[config.mk]
export PLATFORM = sky130hd
export DESIGN_NAME = serial_subtract_ctrl
export DESIGN_NICKNAME = d
export VERILOG_FILES = /design/src/rtl/serial_subtract_ctrl.sv
export SDC_FILE = /design/constraint.sdc
export NUM_CORES = 1
export LEC_CHECK = 0
export BUFFER_PORTS_ARGS = -buffer_cell sky130_fd_sc_hd__buf_2
export CAP_MARGIN = 20
export CELL_PAD_IN_SITES_DETAIL_PLACEMENT = 0
export CELL_PAD_IN_SITES_GLOBAL_PLACEMENT = 2
export CORE_MARGIN = 2
export CORE_UTILIZATION = 29
export DETAILED_ROUTE_END_ITERATION = 7
export HOLD_SLACK_MARGIN = 0.1
export PLACE_DENSITY_LB_ADDON = 0.05
export SYNTH_ARGS = -nofsm -noshare
export SYNTH_HDL_FRONTEND = slang
export SYNTH_SLANG_ARGS = --single-unit
[constraint.sdc]
create_clock -name clk -period 1.3 [get_ports clk]
set_input_delay 0.065 -clock clk [delete_from_list [all_inputs] [get_ports clk]]
set_output_delay 0.065 -clock clk [all_outputs]
set_load 0.01 [all_outputs]
[src/rtl/serial_subtract_ctrl.sv]
// Bit-serial N-bit subtractor sequencer: drives an external single-bit
// full-subtractor cell LSB first and assembles {bout, diff} = a - b - bin.
module serial_subtract_ctrl #(
    parameter int WIDTH = 8
) (
    input  logic             clk,
    input  logic             rst_n,
    input  logic             start,
    input  logic             abort,
    input  logic [WIDTH-1:0] a,
    input  logic [WIDTH-1:0] b,
    input  logic             bin,
    output logic             ready,
    output logic             busy,
    output logic             done,
    output logic [WIDTH-1:0] diff,
    output logic             bout,
    output logic             fs_x,
    output logic             fs_y,
    output logic             fs_bin,
    input  logic             fs_diff,
    input  logic             fs_bout
);

    localparam int CW = (WIDTH > 1) ? $clog2(WIDTH) : 1;

    typedef enum logic [1:0] {
        S_IDLE,
        S_RUN,
        S_DONE
    } state_t;

    state_t           state_q, state_d;
    logic [WIDTH-1:0] a_sh_q, a_sh_d;
    logic [WIDTH-1:0] b_sh_q, b_sh_d;
    logic [WIDTH-1:0] res_sh_q, res_sh_d;
    logic [WIDTH-1:0] diff_q, diff_d;
    logic             brw_q, brw_d;
    logic             bout_q, bout_d;
    logic [CW-1:0]    cnt_q, cnt_d;

    always_ff @(posedge clk) begin
        if (!rst_n) begin
            state_q  <= S_IDLE;
            a_sh_q   <= '0;
            b_sh_q   <= '0;
            res_sh_q <= '0;
            diff_q   <= '0;
            brw_q    <= 1'b0;
            bout_q   <= 1'b0;
            cnt_q    <= '0;
        end else begin
            state_q  <= state_d;
            a_sh_q   <= a_sh_d;
            b_sh_q   <= b_sh_d;
            res_sh_q <= res_sh_d;
            diff_q   <= diff_d;
            brw_q    <= brw_d;
            bout_q   <= bout_d;
            cnt_q    <= cnt_d;
        end
    end

    always_comb begin
        state_d  = state_q;
        a_sh_d   = a_sh_q;
        b_sh_d   = b_sh_q;
        res_sh_d = res_sh_q;
        diff_d   = diff_q;
        brw_d    = brw_q;
        bout_d   = bout_q;
        cnt_d    = cnt_q;
        unique case (state_q)
            S_IDLE: begin
                // abort has priority over a simultaneous start
                if (start && !abort) begin
                    state_d = S_RUN;
                    a_sh_d  = a;
                    b_sh_d  = b;
                    brw_d   = bin;
                    cnt_d   = '0;
                end
            end
            S_RUN: begin
                if (abort) begin
                    state_d = S_IDLE;
                end else begin
                    res_sh_d = {fs_diff, res_sh_q[WIDTH-1:1]};
                    brw_d    = fs_bout;
                    a_sh_d   = a_sh_q >> 1;
                    b_sh_d   = b_sh_q >> 1;
                    cnt_d    = cnt_q + CW'(1);
                    if (cnt_q == CW'(WIDTH - 1)) begin
                        state_d = S_DONE;
                        diff_d  = {fs_diff, res_sh_q[WIDTH-1:1]};
                        bout_d  = fs_bout;
                    end
                end
            end
            S_DONE: state_d = S_IDLE;
            default: state_d = S_IDLE;
        endcase
    end

    assign ready  = (state_q == S_IDLE);
    assign busy   = (state_q == S_RUN);
    assign done   = (state_q == S_DONE);
    assign diff   = diff_q;
    assign bout   = bout_q;
    assign fs_x   = busy & a_sh_q[0];
    assign fs_y   = busy & b_sh_q[0];
    assign fs_bin = busy & brw_q;

endmodule

==> results, run 1 <==
- The TritonCTS clock tree is yes.
- The synthesized netlist devotes 1.45% of its cell area to adder and majority cells.
- The critical path starts at cnt_q[0].
- Clock tree synthesis inserted a total of 5 buffers.
- The number of antenna violations at the first check in global routing is 0.
- The final antenna-violating net count is 0.
- Of the synthesized area, sequential elements account for 44.1%.
- After clock tree synthesis, the clock-pin slew on the worst setup and hold paths is 0.07 ns.
- The type of the tightest min-delay check is in2reg.
- The total clock sinks is 38.
- The final core utilization is 40.3%.
- The start point of the worst hold path is b[5].
- The total core area is 5820 sq um.
- In the layout the commonest cells are sky130_fd_sc_hd__dfxtp_1 (34), sky130_fd_sc_hd__buf_2 (34), sky130_fd_sc_hd__nand3_1 (23), sky130_fd_sc_hd__mux2i_1 (22), sky130_fd_sc_hd__o211a_1 (15).
- In this run the critical register-to-register path is launched from cnt_q[0].
- Global routing used 12.8% of the available tracks across all layers.
- The first TritonRoute pass finished after 4 iterations.
- The pre-CTS worst setup slack is -0.0226 ns.
- For this run, the number of Yosys warnings is 0.
- The maximum vdd ir drop is 0.000361 V.
- The arrival time reported for the critical path endpoint is 1.57 ns.
- The post-synthesis sequential element count is 38.
- The routed design could run at a clock period as short as 1.35 ns.
- The worst setup path is launched from a flop.
- Synthesis produced a netlist whose cell count is 173.
- After synthesis, the largest family of logic cells by area is simple AND/OR/NAND/NOR gates.
- The cell-internal power is 1.97 mW.
- Along the worst path, the maximum fanout reaches 5.
- Summing the areas of all and, or, nand and nor instances in the mapped netlist gives 20.1% of the synthesized area.
- The H-tree was split into 2 levels.
- In this run the power spent charging and discharging nets is 566 uW.
- The detailed-route via count is 1,396.
- The leftover overflow at the end of global routing is 0.
- For the final routed database, the setup TNS stands at -0.255 ns.
- The flow ran to the end, but the final reports show violations.
- The via count of the first global-routing pass is 1,359.
- The post-route netlist has 34.2% of its cells at a drive strength greater than 1.
- Setup repair after global routing could not meet its margin everywhere.
- The net total in the final layout is 247.
- In this run, distinct cell masters in the synthesized netlist total 28.
- Summing every instance area after synthesis gives 1720 sq um.
- The HPWL after detailed placement is 2630 microns.
- The xor and xnor fraction of the mapped netlist area is 0%.
- The max-slew violation count is 0.
- The type of the worst setup path is reg2reg.
- In the final routed layout, each cell accounts on average for 13.9 microns.
- The max-capacitance violation count is 0.
- Net switching is 22.3% of the power.
- The cell leakage power is 1.05 nW.
- The post-placement cell area is 2030 sq um.
- After detailed routing, the number of remaining DRC violations is 0.
- The die boundary height is 81.1 microns.
- The root buffer cell chosen for the clock tree is sky130_fd_sc_hd__clkbuf_8.
- Excluding fillers, the count of instances in the completed layout stands at 297.
- The initial cell density of the core is 29.6%.
- The final cycle utilization of the critical path is 104%.
- The proportion of power drawn by the clock network is 40.3%.
- The post-route total power is 2.54 mW.
- The clock arrives with 0.00528 ns of skew.
- The starting DRC count in detailed routing is 34.
- The x dimension of the die is 81.1 microns.
- The hold violation total from the final report is 0.
- At the end of routability-driven placement, the weighted congestion stood at 0.676.
- STA classifies the critical path endpoint as a flop.
- The routed via count divided by cell count is 4.70.
- The share of total power dissipated in sequential elements is 48.5%.
- The net count after synthesis is 198.
- The number of setup violations in the final report is 10.
- Static timing analysis puts the maximum clock frequency at 0.742 GHz.
- The relative max-transition margin is 72.6%.
- Hold timing on the final database bottoms out at a slack of 0.137 ns.
- 0 antenna diodes ended up in the layout.
- The actual transition at the worst max-transition pin is 0.410 ns.
- Setup slack on the critical path of the routed design comes to -0.0469 ns.
- The checks that failed: setup timing.
- The total wire length is 4120 microns.
- The total power divided by cell area is 1080 nW/um^2.
- The multiplexer share of the synthesized area is 12.8%.
- The compound-cell area share of the yosys netlist is 15.6%.
- The worst-skew pair later-pin latency is 0.29 ns.
- The area growth from synthesis to layout is 36.0%.
- The die covers 6580 sq um.
- Port buffering added 37 buffers.
- The share of total power dissipated in combinational logic is 11.3%.
- The floorplan row count is 28.
- The clock tree buffer depth is 2.
- The final non-filler cell area is 2340 sq um.
- The post-placement cell count is 279.
- The number of I/O pins is 38.
- The data required time at the worst endpoint is 1.53 ns.
- The pin count of the biggest net entering global routing is 48.
- The first global-routing pass estimated 6330 microns of wire.
- The mean instance size in the synthesized netlist is 9.97 sq um.
-- power groups by stage --
| stage | logic [mW] | registers, mW | clock network [mW] |
|---|---|---|---|
| after floorplan | 0.176 | 1.25 | 0 |
| after global placement | 0.265 | 1.26 | 0 |
| after detailed placement | 0.270 | 1.26 | 0 |
| after CTS | 0.288 | 1.23 | 1.07 |
| after global routing | 0.316 | 1.23 | 1.12 |
| final | 0.285 | 1.23 | 1.02 |
-- cells in the mapped netlist (all sizes together) --
master | instances | share of area, %
buf | 11 | 5.1
dfxtp | 38 | 44
o21ai | 14 | 4.3
clkbuf | 4 | 0.87
o211a | 15 | 8.7
nor2 | 4 | 1.5
a21boi | 5 | 2.2
o21a | 1 | 0.44
or2 | 2 | 0.87
nor3b | 1 | 0.44
and2b | 1 | 0.44
nand4 | 2 | 0.73
nor2b | 9 | 3.3
nand2 | 11 | 2.4
ha | 2 | 1.5
mux2i | 22 | 13
nor4bb | 1 | 0.58
and2 | 4 | 1.5
nand2b | 1 | 0.36
nor4b | 1 | 0.87
nand3 | 24 | 7.3
-- final timing paths --
| check | end | slack (ns) | depth (start not counted) |
|---|---|---|---|
| worst min-delay path | b_sh_q[5] | 0.14 | 4 |
| worst max register to register | diff[2] | -0.05 | 7 |
| worst max-delay path | diff[2] | -0.05 | 7 |
| worst min register to register | diff[4] | 0.45 | 2 |
-- metal layers --
metal,track usage (%),part of all wire [%]
met5,0,0
met1,14.2,43
met2,23.2,52
met3,4.11,3.6
met4,4.07,0.75
-- flip-flops by register name, summed over array words and instances, names as in the netlist --
register  flops
a_sh_q        8
b_sh_q        8
bout          1
brw_q         1
cnt_q         3
diff          8
res_sh_q      7
state_q       2
-- what timing repair did --
item,CTS,global route
gates cloned,0,3
hold endpoints to repair,5,0
setup endpoints to repair,31,22
hold buffers,4,0
setup buffers,2,2
resized for setup,6,18
pin swaps,3,1
-- cells by family (layout without fill, tap and decap cells) --
| family | count (synthesis) | after routing |
|---|---|---|
| AO/OA/AOI/OAI | 35 | 35 |
| adder cells (fa/ha/maj) | 2 | 2 |
| buffers and inverters | 15 | 64 |
| flip-flops | 38 | 38 |
| multiplexers | 22 | 22 |
| AND/OR/NAND/NOR | 61 | 61 |
-- area by class of cell --
class,instances,area (sq um)
Fill cell,620,3470
Multi-Input combinational cell,120,907
Sequential cell,38,771
Timing Repair Buffer,57,460
Tap cell,75,93.8
Clock buffer,6,82.6
Clock inverter,1,30.0
-- critical path, cell delays in order (launching register included) --
cell and delay (ns):
sky130_fd_sc_hd__dfxtp_2 0.36, sky130_fd_sc_hd__ha_4 0.14, sky130_fd_sc_hd__ha_4 0.12, sky130_fd_sc_hd__nor4bb_4 0.20, sky130_fd_sc_hd__buf_6 0.18, sky130_fd_sc_hd__clkbuf_16 0.15
sky130_fd_sc_hd__nand3_1 0.07, sky130_fd_sc_hd__o21ai_1 0.07
Note: power is estimated with default switching activity, not from simulation.
==> run 2, diff against run 1 <==
Settings changed: BUFFER_PORTS_ARGS -buffer_cell sky130_fd_sc_hd__buf_2 to -buffer_cell sky130_fd_sc_hd__clkbuf_2, MAX_ROUTING_LAYER set to met4.
==> results, run 2 (same netlist as run 1, synthesis figures left out) <==
- Based on the critical path, the design can be clocked at up to 0.733 GHz.
- Clock tree synthesis found a total of 38 sinks.
- The clock tree buffer depth is 2.
- The max-capacitance violation count is 0.
- The critical path in this run is classified as reg2reg.
- The total power divided by cell area is 991 nW/um^2.
- The final critical path takes up 105% of the cycle.
- The min-delay analysis places its worst path in the category in2reg.
- The maximum fanout count along the critical path is 5.
- The number of buffers inserted by port buffering is 37.
- The path with the worst hold slack has its endpoint at b_sh_q[0].
- The analysis attributes to cell leakage a power of 1.06 nW.
- The checks that failed: setup timing.
- The area of the die is 6580 sq um.
- The max-slew violation count came to 0.
- Summed over all nets, wire length on met2 after detailed routing comes to 2050 microns.
- The post-placement cell area is 2010 sq um.
- The floorplan row count is 28.
- Data arrives at the worst endpoint at 1.59 ns.
- In the final layout, the share of cells above drive strength 1 is 41.2%.
- The post-route minimum period is 1.36 ns.
- The run finished, with violations left.
- The final worst clock skew is 0.00658 ns.
- The routed via count divided by cell count is 4.75.
- For the worst setup path, the data required time is 1.53 ns.
- The pin count of the biggest net entering global routing is 30.
- The worst setup path is launched from a flop.
- The die boundary height is 81.1 microns.
- The via count of the first global-routing pass is 1,388.
- The total core area is 5820 sq um.
- At the end of routability-driven placement, the weighted congestion stood at 0.691.
- The instance count along the most critical hold path is 4.
- The category of the worst setup path capture point is a flop.
- TritonCTS built the clock tree.
- The number of buffers created by CTS is 5.
- The worst register-to-register path begins at cnt_q[1].
- The met1 wire length is 1870 microns.
- The routed length per placed instance is 13.8 microns.
- After detailed routing, the total wire length is 4150 microns.
- After the flow finishes, the layout carries non-filler instances totaling 301.
- The smallest hold slack is 0.139 ns.
- The routed design uses 166 microns of met3 wire.
- The clock root buffer is sky130_fd_sc_hd__clkbuf_8.
- The maximum vdd ir drop is 0.000497 V.
- The number of antenna violations at the first check in global routing is 0.
- The count of antenna diodes in the layout is 0.
- The H-tree was split into 2 levels.
- The number of iterations in the first detailed-routing pass is 3.
- The initial cell density of the core is 29.6%.
- Tracing the worst setup path back leads to its startpoint at cnt_q[1].
- The global routing usage summed across all routing layers is 14.0%.
- The worst-skew pair later-pin latency is 0.29 ns.
- The uppermost layer routed is met4.
- Setup repair after global routing could not meet its margin everywhere.
- The detailed-route via count is 1,430.
- For flop-to-flop paths, the worst setup slack is -0.06 ns.
- Measured in cells, the most critical reg-to-reg path has a length of 7.
- The leftover overflow at the end of global routing is 0.
- The finished cells cover 2380 sq um.
- The area growth from synthesis to layout is 38.3%.
- The post-route total power is 2.36 mW.
- Once detail routing completed, the nets flagged for antenna violations numbered 0.
- The start point of the worst hold path is b[0].
- The layout has 600 filler cells.
- The HPWL after detailed placement is 2520 microns.
- The net total in the final layout is 250.
- From left edge to right edge, the die measures 81.1 microns.
- In this run the critical register-to-register path is captured at diff[3].
- In the layout the commonest cells are sky130_fd_sc_hd__dfxtp_1 (34), sky130_fd_sc_hd__clkbuf_2 (34), sky130_fd_sc_hd__mux2i_1 (22), sky130_fd_sc_hd__nand3_1 (15), sky130_fd_sc_hd__o211a_1 (15).
- The pre-CTS worst setup slack is -0.121 ns.
- The first-pass GRT wire length is 6670 microns.
- The number of I/O pins is 38.
- Setup violations remaining at the end of the flow were counted as 14.
- The post-placement cell count is 279.
- For the pin with the worst max-slew slack, the measured transition is 0.441 ns.
- The clock-pin slew reported for the worst setup and hold paths after clock tree synthesis is 0.07 ns.
- The post-route setup TNS is -0.613 ns.
- The hold violation total from the final report was 0.
- For this run, the share of the core covered by cells in the final layout is 41.0%.
- The count of unresolved DRC violations after routing is 0.
- The setup slack of the critical path after layout is -0.0640 ns.
- The relative max-transition margin is 70.6%.
- The detailed router finished its first iteration with 34 violations.
==> run 2: routing by layer <==
layer | global-route usage, % | vias to the layer above
met5 | - | -
met1 | 16.0 | 678
met4 | 5.08 | 0
li1 | - | 723
met2 | 23.8 | 23
met3 | 3.33 | 6
==> run 2: worst max-delay path, stage by stage, from the launching register on <==
cell and delay (ns):
sky130_fd_sc_hd__dfxtp_2 0.35, sky130_fd_sc_hd__ha_4 0.14, sky130_fd_sc_hd__ha_4 0.12, sky130_fd_sc_hd__nor4bb_4 0.21, sky130_fd_sc_hd__buf_6 0.18, sky130_fd_sc_hd__buf_6 0.14
sky130_fd_sc_hd__nand3_2 0.07, sky130_fd_sc_hd__o21ai_1 0.08
==> run 2: how the worst max path moves through the flow <==
stage	end	slack [ns]	cells past startpoint
3_3_place_gp	a_sh_q[6]	-0.09	3
6_report	diff[3]	-0.06	7
4_1_cts	fs_bin	-0.08	4
2_1_floorplan	bout	0.01	6
5_1_grt	diff[6]	-0.15	7
3_5_place_dp	b_sh_q[3]	-0.12	3
==> run 2: layout make-up <==
type / instances / area, sq um / area share [%]
Clock inverter: 1 / 5.00 / 0.210
Multi-Input combinational cell: 120 / 963 / 40.4
Tap cell: 75 / 93.8 / 3.93
Timing Repair Buffer: 60 / 465 / 19.5
Sequential cell: 38 / 771 / 32.3
Clock buffer: 7 / 86.3 / 3.62
==> run 2: where the power goes <==
| group | total (mW) | internal [mW] | switching [mW] |
|---|---|---|---|
| combinational | 0.296 | 0.157 | 0.140 |
| clock | 0.838 | 0.428 | 0.410 |
| sequential | 1.23 | 1.20 | 0.0246 |
==> run 2: repair_timing <==
item                                    CTS  global route
hold buffers                              4             0
resized for setup                        41            14
pin swaps                                 8             4
buffers inserted                          5             1
endpoints found under the setup margin   32            33
gates cloned                              3             1
hold endpoints to repair                  5             0
==> run 3, diff against run 2 <==
Settings changed: GPL_TIMING_DRIVEN set to 0.
==> results, run 3 (same netlist as run 1, synthesis figures left out) <==
- The number of I/O pins is 38.
- The starting DRC count in detailed routing is 10.
- The clock-pin slew reported for the worst setup and hold paths after clock tree synthesis is 0.07 ns.
- The routed design uses 2120 microns of met2 wire.
- The launching element type of the critical path is a flop.
- The detailed-route via count is 1,461.
- The first-pass GRT wire length is 6450 microns.
- The flow ran to the end, but the final reports show violations.
- The arrival time reported for the critical path endpoint is 1.27 ns.
- Headroom to the max-slew limit came out at 64.3%.
- Sequential cells account for 48.6% of the total power.
- TritonCTS built the clock tree.
- The met1 wire length is 1930 microns.
- Before CTS, the worst setup slack after placement is -0.192 ns.
- Entering global routing, the biggest net connects 12 pins.
- The maximum vdd ir drop is 0.000511 V.
- The routed length per placed instance is 13.8 microns.
- In this run, the combinational gates consume 12.5% of the power.
- Counting every sink on the clock net gives 38.
- The clock tree synthesis step divided the H-tree into 2 levels.
- The die boundary height is 81.1 microns.
- The post-route minimum period is 1.33 ns.
- The final antenna-violating net count is 0.
- The routability congestion estimate is 0.730.
- The tree is rooted in a sky130_fd_sc_hd__clkbuf_8.
- The actual transition at the worst max-transition pin is 0.535 ns.
- The worst setup path is of the reg2out kind.
- The x dimension of the die is 81.1 microns.
- Signal routing reaches up to met4.
- The setup slack of the critical path after layout is -0.0323 ns.
- The max-capacitance violation count is 0.
- The max-slew violation count is 0.
- The number of setup violations in the final report is 12.
- Counting the fill cells in the layout gives 621.
- The area of the die is 6580 sq um.
- STA classifies the critical path endpoint as an output pin.
- The total core area is 5820 sq um.
- The number of iterations in the first detailed-routing pass is 4.
- The final worst clock skew is 0.00520 ns.
- The power spent charging and discharging nets is 580 uW.
- Setup repair after global routing could not meet its margin everywhere.
- 0 antenna diodes ended up in the layout.
- The clock passes through at most 2 buffers.
- The wire-length estimate of the detail-placed layout is 2900 microns.
- The final non-filler cell area is 2420 sq um.
- The number of buffers inserted by port buffering is 36.
- Hold timing on the final database bottoms out at a slack of 0.141 ns.
- The leftover overflow at the end of global routing is 0.
- In the final design database the tool counted 259 nets.
- The total power divided by cell area is 1040 nW/um^2.
- The total wire length is 4290 microns.
- The post-route setup TNS is -0.203 ns.
- The library cell used most frequently in the layout, excluding fill and tap cells, is sky130_fd_sc_hd__dfxtp_1.
- Cells fill 41.7% of the core in the end.
- The number of antenna violations at the first check in global routing is 0.
- The cell-internal power is 1.95 mW.
- The worst-skew pair later-pin latency is 0.29 ns.
- Of the available clock period, the critical path in the final layout requires 102%.
- The hold violation total from the final report is 0.
- The global routing usage summed across all routing layers is 13.6%.
- In the layout the commonest cells are sky130_fd_sc_hd__dfxtp_1 (34), sky130_fd_sc_hd__clkbuf_2 (32), sky130_fd_sc_hd__mux2i_1 (22), sky130_fd_sc_hd__nand3_1 (20).
- Net switching is 22.9% of the power.
- The relative area change from synthesis to final layout is 40.5%.
- In this run, CTS created clock tree buffers numbering 5.
- For the worst setup path, the data required time is 1.24 ns.
- In this run the static leakage power is 1.08 nW.
- The floorplan row count is 28.
- The routed via count divided by cell count is 4.71.
- The placed instances occupy a cell area of 2000 sq um.
- The checks that failed: setup timing.
- The routed wire length on met3 is 189 microns.
- Of the cells placed in the final design, the portion with a size suffix greater than 1 is 38.3%.
- The initial cell density of the core is 29.6%.
- The highest clock rate is 0.751 GHz.
- Per report_power, the clock group accounts for 38.9% of the total.
- The path class of the tightest hold or removal check is in2reg.
- The count of unresolved DRC violations after routing is 0.
- The maximum fanout count along the critical path is 5.
- The via count of the first global-routing pass is 1,332.
[run 3: changes by cell type in the layout (fill, tap and decap cells not counted), sizes merged]
| cell | delta |
|---|---|
| buf | +6 |
| clkbuf | +3 |
| bufinv | +1 |
| clkinv | -1 |
[run 3: area by class of cell]
class                      instances  area (sq um)  share of cell area (%)
buffer                            14           123                    5.06
clock buffer                       7          76.3                    3.15
clock inverter                     1          30.0                    1.24
multi-input combinational        120           955                    39.4
sequential                        38           768                    31.7
tap                               75          93.8                    3.87
timing repair buffer              55           377                    15.5
[run 3: path summary, 6_finish.rpt]
path	start	endpoint	slack, ns	cells past startpoint
max	state_q[0]	fs_bin	-0.03	4
min	a[1]	a_sh_q[1]	0.14	4
max reg2reg	cnt_q[0]	diff[0]	-0.02	6
min reg2reg	bout	bout	0.45	2
[run 3: routing by layer]
| layer | vias up | global-route usage (%) |
|---|---|---|
| li1 | 739 | - |
| met2 | 30 | 22.6 |
| met4 | 0 | 4.58 |
| met1 | 687 | 15.8 |
| met3 | 5 | 3.78 |
| met5 | - | - |
[run 3: worst max-delay path, stage by stage (launching register included)]
cell                      delay, ns
sky130_fd_sc_hd__dfxtp_4       0.36
sky130_fd_sc_hd__buf_12        0.13
sky130_fd_sc_hd__and2b_2       0.23
sky130_fd_sc_hd__and2_4        0.15
sky130_fd_sc_hd__buf_6         0.11
[run 3: power by group through the flow]
stage,sequential [mW],clock [mW],combinational (mW)
global route,1.23,1.07,0.344
global placement,1.25,0,0.257
floorplan,1.25,0,0.176
detailed placement,1.26,0,0.260
finish,1.23,0.983,0.317
CTS,1.23,1.02,0.301
[run 3: stage by stage]
step	power, mW	instances
6_report	2.53	310
5_1_grt	2.65	310
4_1_cts	2.55	306
3_5_place_dp	1.52	284
3_3_place_gp	1.51	284
2_1_floorplan	1.42	173
[run 3: what timing repair did]
action / CTS / global route
gates cloned: 1 / 0
setup endpoints to repair: 26 / 34
hold buffers: 4 / 0
gates resized for setup: 33 / 21
pin swaps: 7 / 6
hold endpoints to repair: 5 / 0
setup buffers: 10 / 4
